===== config.mk =====
export PLATFORM = sky130hd
export DESIGN_NAME = conv3x3_sequencer_flat
export DESIGN_NICKNAME = d
export VERILOG_FILES = /design/src/rtl/conv3x3_sequencer_if.sv /design/src/rtl/conv3x3_sequencer.sv /design/src/flat_wrapper.sv
export SDC_FILE = /design/constraint.sdc
export NUM_CORES = 1
export LEC_CHECK = 0
export ABC_AREA = 1
export CORE_MARGIN = 10
export CORE_UTILIZATION = 43
export CTS_CLUSTER_SIZE = 20
export DETAILED_ROUTE_END_ITERATION = 16
export GPL_TIMING_DRIVEN = 0
export PLACE_DENSITY = 0.85
export SKIP_CTS_REPAIR_TIMING = 1
export SYNTH_ARGS = -nofsm -noshare
export SYNTH_HDL_FRONTEND = slang
export SYNTH_SLANG_ARGS = --single-unit
export TNS_END_PERCENT = 50

===== constraint.sdc =====
create_clock -name clk -period 1.8 [get_ports clk]
set_input_delay 0.54 -clock clk [delete_from_list [all_inputs] [get_ports clk]]
set_output_delay 0.54 -clock clk [all_outputs]
set_load 0.05 [all_outputs]

===== src/rtl/conv3x3_sequencer_if.sv =====
// Bus bundle for the 3x3 convolution sequencer: control handshake,
// three banked pixel-memory read ports and the adder feed.
interface conv3x3_sequencer_if #(
  parameter int DW = 16,
  parameter int AW = 10
);
  logic          start;
  logic          busy;
  logic          done;
  logic [AW-1:0] mem_addr0;
  logic [AW-1:0] mem_addr1;
  logic [AW-1:0] mem_addr2;
  logic          mem_rd;
  logic [DW-1:0] mem_rdata0;
  logic [DW-1:0] mem_rdata1;
  logic [DW-1:0] mem_rdata2;
  logic [DW-1:0] din1;
  logic [DW-1:0] din2;
  logic [DW-1:0] din3;
  logic [1:0]    addr;
  logic          enable;
  logic          endSign;

  // Sequencer side
  modport master (
    input  start, mem_rdata0, mem_rdata1, mem_rdata2,
    output busy, done, mem_addr0, mem_addr1, mem_addr2, mem_rd,
           din1, din2, din3, addr, enable, endSign
  );

  // Memory / adder / controller side
  modport slave (
    output start, mem_rdata0, mem_rdata1, mem_rdata2,
    input  busy, done, mem_addr0, mem_addr1, mem_addr2, mem_rd,
           din1, din2, din3, addr, enable, endSign
  );
endinterface


===== src/rtl/conv3x3_sequencer.sv =====
// 3x3 window sequencer: walks the image one column per cycle over three
// banked row ports and streams each column to the 3x3 adder one cycle later.
module conv3x3_sequencer #(
  parameter int IMG_W = 32,
  parameter int IMG_H = 32,
  parameter int DW    = 16,
  parameter int AW    = 10
) (
  input  logic               clk,
  input  logic               rst,
  conv3x3_sequencer_if.master bus
);
  localparam int CW = $clog2(IMG_W);
  localparam int RW = $clog2(IMG_H);
  localparam logic [CW-1:0] J_LAST  = CW'(IMG_W - 1);
  localparam logic [RW-1:0] R_LAST  = RW'(IMG_H - 3);
  localparam logic [AW-1:0] A1_INIT = AW'(IMG_W);
  localparam logic [AW-1:0] A2_INIT = AW'(2 * IMG_W);

  typedef enum logic [1:0] {S_IDLE, S_FETCH, S_DRAIN, S_DONE} state_t;

  state_t        state_q, state_d;
  logic [CW-1:0] j_q, j_d;
  logic [RW-1:0] r_q, r_d;
  logic [1:0]    slot_q, slot_d;
  logic [AW-1:0] a0_q, a0_d, a1_q, a1_d, a2_q, a2_d;
  // read-data stage: one cycle behind the issue stage
  logic          vld_q, vld_d;
  logic [CW-1:0] col_q, col_d;
  logic [1:0]    pslot_q, pslot_d;
  logic          last_q, last_d;

  // Next state, column/row walk and base-address stepping
  always_comb begin
    state_d = state_q;
    j_d     = j_q;
    r_d     = r_q;
    slot_d  = slot_q;
    a0_d    = a0_q;
    a1_d    = a1_q;
    a2_d    = a2_q;
    vld_d   = 1'b0;
    col_d   = '0;
    pslot_d = '0;
    last_d  = 1'b0;
    case (state_q)
      S_IDLE: begin
        if (bus.start) begin
          state_d = S_FETCH;
          j_d     = '0;
          r_d     = '0;
          slot_d  = '0;
          a0_d    = '0;
          a1_d    = A1_INIT;
          a2_d    = A2_INIT;
        end
      end
      S_FETCH: begin
        vld_d   = 1'b1;
        col_d   = j_q;
        pslot_d = slot_q;
        last_d  = (j_q == J_LAST) && (r_q == R_LAST);
        if (j_q == J_LAST) begin
          j_d    = '0;
          slot_d = '0;
          if (r_q == R_LAST) begin
            // pass fully issued: park everything at zero
            state_d = S_DRAIN;
            r_d     = '0;
            a0_d    = '0;
            a1_d    = '0;
            a2_d    = '0;
          end else begin
            // row-major layout: last column + 1 is column 0 of the next row
            r_d  = r_q + 1'b1;
            a0_d = a0_q + 1'b1;
            a1_d = a1_q + 1'b1;
            a2_d = a2_q + 1'b1;
          end
        end else begin
          j_d    = j_q + 1'b1;
          slot_d = (slot_q == 2'd2) ? 2'd0 : slot_q + 2'd1;
          a0_d   = a0_q + 1'b1;
          a1_d   = a1_q + 1'b1;
          a2_d   = a2_q + 1'b1;
        end
      end
      S_DRAIN: state_d = S_DONE;
      S_DONE:  state_d = S_IDLE;
      default: state_d = S_IDLE;
    endcase
  end

  // State, counters and read-data pipeline registers
  always_ff @(posedge clk) begin
    if (rst) begin
      state_q <= S_IDLE;
      j_q     <= '0;
      r_q     <= '0;
      slot_q  <= '0;
      a0_q    <= '0;
      a1_q    <= '0;
      a2_q    <= '0;
      vld_q   <= 1'b0;
      col_q   <= '0;
      pslot_q <= '0;
      last_q  <= 1'b0;
    end else begin
      state_q <= state_d;
      j_q     <= j_d;
      r_q     <= r_d;
      slot_q  <= slot_d;
      a0_q    <= a0_d;
      a1_q    <= a1_d;
      a2_q    <= a2_d;
      vld_q   <= vld_d;
      col_q   <= col_d;
      pslot_q <= pslot_d;
      last_q  <= last_d;
    end
  end

  logic fetch;
  logic win;
  assign fetch = (state_q == S_FETCH);
  // a window closes once three columns of the current row band are in
  assign win   = vld_q && (col_q >= CW'(2));

  assign bus.busy      = fetch || (state_q == S_DRAIN);
  assign bus.done      = (state_q == S_DONE);
  assign bus.mem_rd    = fetch;
  assign bus.mem_addr0 = fetch ? a0_q : '0;
  assign bus.mem_addr1 = fetch ? a1_q : '0;
  assign bus.mem_addr2 = fetch ? a2_q : '0;
  assign bus.din1      = vld_q ? bus.mem_rdata0 : {DW{1'b0}};
  assign bus.din2      = vld_q ? bus.mem_rdata1 : {DW{1'b0}};
  assign bus.din3      = vld_q ? bus.mem_rdata2 : {DW{1'b0}};
  assign bus.addr      = vld_q ? pslot_q : 2'd0;
  assign bus.enable    = win;
  assign bus.endSign   = win && last_q;
endmodule

===== src/flat_wrapper.sv =====
// flat-port wrapper written by rule: the top's interface ports become plain ports
module conv3x3_sequencer_flat 
#(
  parameter int IMG_W = 32,
  parameter int IMG_H = 32,
  parameter int DW    = 16,
  parameter int AW    = 10
)
  (clk, rst, bus_start, bus_mem_rdata0, bus_mem_rdata1, bus_mem_rdata2, bus_busy, bus_done, bus_mem_addr0, bus_mem_addr1, bus_mem_addr2, bus_mem_rd, bus_din1, bus_din2, bus_din3, bus_addr, bus_enable, bus_endSign);
  conv3x3_sequencer_if #(.DW(DW), .AW(AW)) bus_i ();
  input  logic clk;
  input  logic rst;
  input wire logic [$bits(bus_i.start)-1:0] bus_start;
  input wire logic [$bits(bus_i.mem_rdata0)-1:0] bus_mem_rdata0;
  input wire logic [$bits(bus_i.mem_rdata1)-1:0] bus_mem_rdata1;
  input wire logic [$bits(bus_i.mem_rdata2)-1:0] bus_mem_rdata2;
  output wire logic [$bits(bus_i.busy)-1:0] bus_busy;
  output wire logic [$bits(bus_i.done)-1:0] bus_done;
  output wire logic [$bits(bus_i.mem_addr0)-1:0] bus_mem_addr0;
  output wire logic [$bits(bus_i.mem_addr1)-1:0] bus_mem_addr1;
  output wire logic [$bits(bus_i.mem_addr2)-1:0] bus_mem_addr2;
  output wire logic [$bits(bus_i.mem_rd)-1:0] bus_mem_rd;
  output wire logic [$bits(bus_i.din1)-1:0] bus_din1;
  output wire logic [$bits(bus_i.din2)-1:0] bus_din2;
  output wire logic [$bits(bus_i.din3)-1:0] bus_din3;
  output wire logic [$bits(bus_i.addr)-1:0] bus_addr;
  output wire logic [$bits(bus_i.enable)-1:0] bus_enable;
  output wire logic [$bits(bus_i.endSign)-1:0] bus_endSign;
  assign bus_i.start = bus_start;
  assign bus_i.mem_rdata0 = bus_mem_rdata0;
  assign bus_i.mem_rdata1 = bus_mem_rdata1;
  assign bus_i.mem_rdata2 = bus_mem_rdata2;
  assign bus_busy = bus_i.busy;
  assign bus_done = bus_i.done;
  assign bus_mem_addr0 = bus_i.mem_addr0;
  assign bus_mem_addr1 = bus_i.mem_addr1;
  assign bus_mem_addr2 = bus_i.mem_addr2;
  assign bus_mem_rd = bus_i.mem_rd;
  assign bus_din1 = bus_i.din1;
  assign bus_din2 = bus_i.din2;
  assign bus_din3 = bus_i.din3;
  assign bus_addr = bus_i.addr;
  assign bus_enable = bus_i.enable;
  assign bus_endSign = bus_i.endSign;
  conv3x3_sequencer #(.IMG_W(IMG_W), .IMG_H(IMG_H), .DW(DW), .AW(AW)) u_core (.clk(clk), .rst(rst), .bus(bus_i));
endmodule

==> results of run 1 <==
final timing paths:
kind	start	end	slack, ns	depth (start not counted)
worst min register to register	u_core.j_q[4]	u_core.col_q[4]	0.47	2
worst max-delay path	u_core.state_q[1]	bus_mem_addr0[9]	-0.23	7
worst max register to register	u_core.state_q[1]	u_core.r_q[4]	-0.13	12
worst min-delay path	u_core.j_q[4]	u_core.col_q[4]	0.47	2
final cells by class:
type,instances,area (sq um)
buffer,16,194
clock buffer,5,68.8
clock inverter,1,30.0
fill,457,1570
inverter,131,577
multi-input combinational,307,1790
sequential,52,1050
tap,99,124
timing repair buffer,141,1810
per-layer routing:
metal / track usage / vias up / routed length [microns]
met4: 0.0474 / 0 / 260
met1: 0.188 / 1683 / 4620
met3: 0.0429 / 23 / 823
met5: 0 / - / 0
met2: 0.322 / 184 / 6890
li1: - / 1787 / -
cells by family (layout without fill, tap and decap cells):
| kind of cell | Yosys count | in the layout |
|---|---|---|
| buf+inv | 148 | 294 |
| flops | 52 | 52 |
| compound gates | 47 | 47 |
| xor+xnor | 5 | 5 |
| fa+ha+maj | 11 | 11 |
| simple gates | 244 | 244 |
synth_stat cells, drive strengths merged:
cell type  count
nand2        151
nor4           1
inv          131
o21a           2
xor2           3
ha            11
o22ai          1
a21oi         26
clkbuf        10
nor3b          1
nor3          17
o21bai         1
xnor2          2
o21ai         16
buf            7
dfxtp         52
nor2          50
and3           1
nand4          7
or2            2
nand3         14
a211oi         1
flip-flops by register name, summed over array words and instances (netlist names):
| register | cells |
|---|---|
| u_core.j_q | 5 |
| u_core.col_q | 4 |
| u_core.slot_q | 2 |
| u_core.pslot_q | 2 |
| u_core.a2_q | 10 |
| u_core.a1_q | 10 |
| u_core.a0_q | 10 |
| u_core.vld_q | 1 |
| u_core.state_q | 2 |
| u_core.last_q | 1 |
| u_core.r_q | 5 |
power by group:
group / switching (mW) / total (mW) / internal, mW
Sequential: 0.137 / 1.42 / 1.28
Combinational: 2.29 / 3.73 / 1.44
Clock: 0.387 / 0.787 / 0.400
metrics by stage:
stage | area (sq um) | power, mW | instances
floorplan | 3280 | 3.34 | 507
global route | 5640 | 6.20 | 752
detailed placement | 4750 | 4.16 | 741
finish | 5640 | 5.94 | 752
global placement | 4750 | 4.10 | 741
CTS | 4850 | 4.93 | 747
critical path, stage by stage (launching register included):
cell,delay [ns]
dfxtp_4,0.37
inv_4,0.04
ha_4,0.15
buf_12,0.14
buf_8,0.14
nand2_4,0.07
clkinvlp_4,0.10
buf_8,0.16
==> results.json, run 1 <==
{
  "outcome": "finished, violations left",
  "violations": "negative setup slack",
  "grt_max_degree": 15,
  "syn_nets": 569,
  "grt_use_total": 0.173,
  "post-route-util": 0.782,
  "fmax_mhz": 492,
  "hold_slack_ns": 0.469,
  "dieWidth_microns": 106,
  "synth_top_area_cell": "dfxtp_1",
  "layout_common_cells": "nand2_1 (121), inv_1 (77), buf_8 (50), dlymetal6s2s_1 (49), dfxtp_1 (48)",
  "clockBufferDepth": 2,
  "diodes": 0,
  "clkTransAtPathRegs_ns": 0.08,
  "path_max_fanout": 10,
  "hold_viol_final": 0,
  "numCtsBuffers": 5,
  "wl_per_cell_microns": 16.8,
  "rsz0062_at_grt": "true",
  "ys_seq_area_frac": 0.328,
  "setup_ws_ns": -0.231,
  "coreArea_sq_um": 7210,
  "cts_tree": "built",
  "grt_first_pass_wirelength_mm": 16.3,
  "cp-end-kind": "output pin",
  "syn_avg_cell_area_sq_um": 6.26,
  "skew_ns": 0.00998,
  "synth_xor_area_frac": 0.0138,
  "htreeDepth": 2,
  "p_leak_nw": 3.26,
  "finalCriticalPeriod_ns": 2.03,
  "worstMarginPinSlew_ns": 0.549,
  "die_h_microns": 106,
  "place.gp.congestion": 0.844,
  "layout_commonest_cell": "nand2_1",
  "drt-initial-drc-count": 275,
  "drive_gt1_frac": 0.343,
  "post-place-ws_ns": -0.696,
  "cts_sinks": 52,
  "crit_arrival_ns": 1.49,
  "crit_type": "flop to output pin",
  "dpl.hpwl_mm": 8.32,
  "start_util": 0.440,
  "netlist_area_sq_um": 3170,
  "antenna_found_initial": 0,
  "p_per_area_nw_per_um2": 1050,
  "cp-start-kind": "flop",
  "maxSlewViolCount": 0,
  "hp-class": "flop to flop",
  "drc": 0,
  "netlist_instances": 507,
  "clock_tree.root_cell": "clkbuf_8",
  "final.setup.tns_ns": -7.26,
  "clkLatencyLatePin_ns": 0.31,
  "finalSetupViolCount": 61,
  "detail-route-antenna-nets": 0,
  "synth_mux_area_frac": 0,
  "viasPerCell": 4.89,
  "synth-simple-area-share": 0.344,
  "first_pass_iters": 6,
  "yosys-top-cells-area": "dfxtp_1 (33%), nand2_1 (17%), inv_1 (15%), nor2_1 (5.1%), ha_1 (4.3%)",
  "synth_compound_area_frac": 0.0812,
  "relSlewSlack": 0.634,
  "first_global_vias": 3333,
  "synth_adder_area_share": 0.0434,
  "synth_top_family_by_area": "simple AND/OR/NAND/NOR gates",
  "yosys_warnings": 0,
  "finalNetCount": 716,
  "ys_ff_latch": 52,
  "required_ns": 1.26,
  "fin_crit_sh": 1.13,
  "vias": 3677,
  "yosysUniqueCellTypes": 37,
  "peakVddDrop_mv": 0.879,
  "max-cap-violations": 0,
  "syn2layout_area_growth_pct": 77.9,
  "pin_count": 136,
  "routed_wl_mm": 12.6,
  "gr-total-overflow": 0,
  "dieArea_sq_um": 11200,
  "rows": 31,
  "synth_top_area_frac": 0.328,
  "port_buffers": 135
}
Power figures use the tool's default switching activity.
==> run 2, diff against run 1 <==
--- a/config.mk
+++ b/config.mk
@@ -8,7 +8,6 @@
 export ABC_AREA = 1
 export CORE_MARGIN = 10
 export CORE_UTILIZATION = 43
-export CTS_CLUSTER_SIZE = 20
 export DETAILED_ROUTE_END_ITERATION = 16
 export GPL_TIMING_DRIVEN = 0
 export PLACE_DENSITY = 0.85
==> results of run 2 <==
No change in the layout: final DEF, timing and power equal those of run 1.
==> run 3, diff against run 2 <==
--- a/config.mk
+++ b/config.mk
@@ -5,12 +5,12 @@
 export SDC_FILE = /design/constraint.sdc
 export NUM_CORES = 1
 export LEC_CHECK = 0
-export ABC_AREA = 1
 export CORE_MARGIN = 10
-export CORE_UTILIZATION = 43
+export CORE_UTILIZATION = 40
 export DETAILED_ROUTE_END_ITERATION = 16
 export GPL_TIMING_DRIVEN = 0
-export PLACE_DENSITY = 0.85
+export PLACE_DENSITY = 0.83
+export SETUP_SLACK_MARGIN = 0.5
 export SKIP_CTS_REPAIR_TIMING = 1
 export SYNTH_ARGS = -nofsm -noshare
 export SYNTH_HDL_FRONTEND = slang
==> run 3 against run 2 <==
  * The flow still finishes with violations (negative setup slack)
  * Hold slack gained 0.045 ns
  * Global-route usage rose by 0.44 points
  * Count of clock-buffer cells in the layout rose by 2
  * Synthesized cell count shrank 34%
  * Cell count fell by 21%
  * Critical path depth is 1 lower
  * Power down 5.1%
  * First-iteration DRC count is 53% lower
  * Critical path type unchanged
  * Largest power group unchanged
==> results.json, run 3 <==
{
  "syn_nets": 398,
  "ys_ff_latch": 52,
  "clkTransAtPathRegs_ns": 0.09,
  "clock_tree.root_cell": "clkbuf_8",
  "violations": "negative setup slack",
  "rr_endpoint": "u_core.a2_q[1]",
  "min_to": "u_core.state_q[1]",
  "dieWidth_microns": 105,
  "drt-initial-drc-count": 129,
  "finalSetupViolCount": 88,
  "dpl.hpwl_mm": 8.28,
  "finalCriticalPeriod_ns": 2.04,
  "post-route-util": 0.781,
  "rr_startpoint": "u_core.state_q[0]",
  "p_leak_nw": 2.53,
  "layout_commonest_cell": "and2_4",
  "finalNetCount": 554,
  "path_max_fanout": 10,
  "gr-total-overflow": 0,
  "setup_ws_ns": -0.238,
  "layout_common_cells": "and2_4 (80), buf_6 (59), dfxtp_1 (48), buf_8 (41), dlymetal6s2s_1 (35)",
  "port_buffers": 135,
  "fin_crit_sh": 1.13,
  "reg_top3": "u_core.a0_q x10, u_core.a1_q x10, u_core.a2_q x10",
  "hold_viol_final": 0,
  "cp-start-kind": "flop",
  "die_h_microns": 105,
  "hold-path-cell-count": 2,
  "skew_ns": 0.00742,
  "cp-end-kind": "output pin",
  "syn2layout_area_growth_pct": 86.8,
  "synth_edf_count": 0,
  "synth_common_cells": "and2_1 (85), dfxtp_1 (52), nor2_1 (40)",
  "coreArea_sq_um": 6870,
  "peakVddDrop_mv": 0.530,
  "required_ns": 1.26,
  "crit_type": "flop to output pin",
  "place.gp.congestion": 0.836,
  "fmax_mhz": 491,
  "cts_sinks": 52,
  "first_pass_iters": 4,
  "antenna_found_initial": 3,
  "dieArea_sq_um": 11000,
  "htreeDepth": 2,
  "pin_count": 136,
  "hold_start": "u_core.state_q[1]",
  "synth_top_area_cell": "dfxtp_1",
  "synth_top_area_frac": 0.363,
  "placed_cells": 567,
  "vias": 3021,
  "detail-route-antenna-nets": 0,
  "ys.flop_type": "dfxtp_1",
  "drive_gt1_frac": 0.465,
  "clockBufferDepth": 2,
  "netlist_instances": 336,
  "p_per_area_nw_per_um2": 1050,
  "clkLatencyLatePin_ns": 0.32,
  "drc": 0,
  "instances_no_fill": 592,
  "ys_seq_area_frac": 0.363,
  "numCtsBuffers": 5,
  "start_util": 0.418,
  "viasPerCell": 5.10,
  "outcome": "finished, violations left",
  "rsz0062_at_grt": "true",
  "grt_first_pass_wirelength_mm": 15.8,
  "crit_arrival_ns": 1.50,
  "grt_max_degree": 16,
  "r2r_slack_ns": -0.13,
  "grt_use_total": 0.177,
  "yosys-top-cells-area": "dfxtp_1 (36%), and2_1 (19%), nor2_1 (5.2%), xor2_1 (4.9%), ha_1 (4.8%)",
  "maxSlewViolCount": 0,
  "first_global_vias": 2812,
  "hp-class": "flop to flop",
  "synth.most_common_cell": "and2_1",
  "yosys_warnings": 0,
  "reg2reg_depth": 7,
  "routed_wl_mm": 12.4,
  "worstMarginPinSlew_ns": 0.537,
  "yosysUniqueCellTypes": 39,
  "synthArstFlopShare": 0,
  "post-place-ws_ns": -0.720,
  "cts_tree": "built",
  "rows": 30,
  "netlist_area_sq_um": 2870,
  "total_power_mw": 5.63,
  "max-cap-violations": 0,
  "relSlewSlack": 0.641,
  "wl_per_cell_microns": 20.9,
  "syn_avg_cell_area_sq_um": 8.55
}
## run 3: worst max-delay path by stage
stage / from / end / slack (ns)
2_1_floorplan: u_core.state_q[1] / bus_mem_addr1[0] / 0.10
3_3_place_gp: bus_mem_rdata0[9] / bus_din1[9] / -0.71
3_5_place_dp: bus_mem_rdata0[9] / bus_din1[9] / -0.72
4_1_cts: u_core.state_q[1] / bus_mem_addr2[7] / -0.91
5_1_grt: u_core.state_q[1] / bus_mem_addr2[0] / -0.28
6_report: u_core.state_q[1] / bus_mem_addr2[0] / -0.24
## run 3: kinds of logic (layout without fill, tap and decap cells)
| logic type | after synthesis | after routing | synth area share |
|---|---|---|---|
| compound gates | 24 | 24 | 0.0588 |
| xor+xnor | 27 | 27 | 0.0824 |
| fa+ha+maj | 11 | 11 | 0.0479 |
| buf+inv | 23 | 180 | 0.0357 |
| flops | 52 | 52 | 0.363 |
| mux | 7 | 7 | 0.0257 |
| other cells | 0 | 3 | 0 |
| simple gates | 192 | 192 | 0.387 |
## run 3: worst max-delay path: stages, from the launching register on
cell and delay [ns]:
dfxtp_2 0.37, inv_2 0.06, ha_4 0.17, buf_12 0.14, buf_12 0.13, and2_4 0.16
buf_8 0.14
## run 3: area by class of cell
class	instances	area [sq um]
Multi-Input combinational cell	261	2000
Timing Repair Buffer	149	1880
Fill cell	410	1500
Sequential cell	52	1050
Buffer	18	196
Tap cell	96	120
Clock buffer	7	86.3
Inverter	5	18.8
Clock inverter	1	7.51
Antenna cell	3	7.51
## run 3: power breakdown
| part | switching (mW) | internal (mW) |
|---|---|---|
| Sequential | 0.113 | 1.25 |
| Clock | 0.401 | 0.313 |
| Combinational | 1.98 | 1.57 |
| Total | 2.50 | 3.13 |
## run 3: metrics by stage
step / cell area [sq um] / setup TNS (ns) / hold slack [ns]
5_1_grt: 5360 / -15.53 / 0.534
3_5_place_dp: 4520 / -60.42 / 0.485
6_report: 5370 / -10.86 / 0.514
2_1_floorplan: 3050 / 0 / 0.449
3_3_place_gp: 4520 / -58.27 / 0.458
4_1_cts: 4620 / -71.25 / 0.497
## run 3: layer usage
layer / share of wire / routed length [microns] / GRT usage / up-vias
li1: - / - / - / 1435
met4: 0.014 / 173 / 0.0373 / 0
met5: 0 / 0 / 0 / -
met3: 0.086 / 1060 / 0.0743 / 13
met1: 0.40 / 4950 / 0.190 / 1436
met2: 0.50 / 6180 / 0.317 / 137
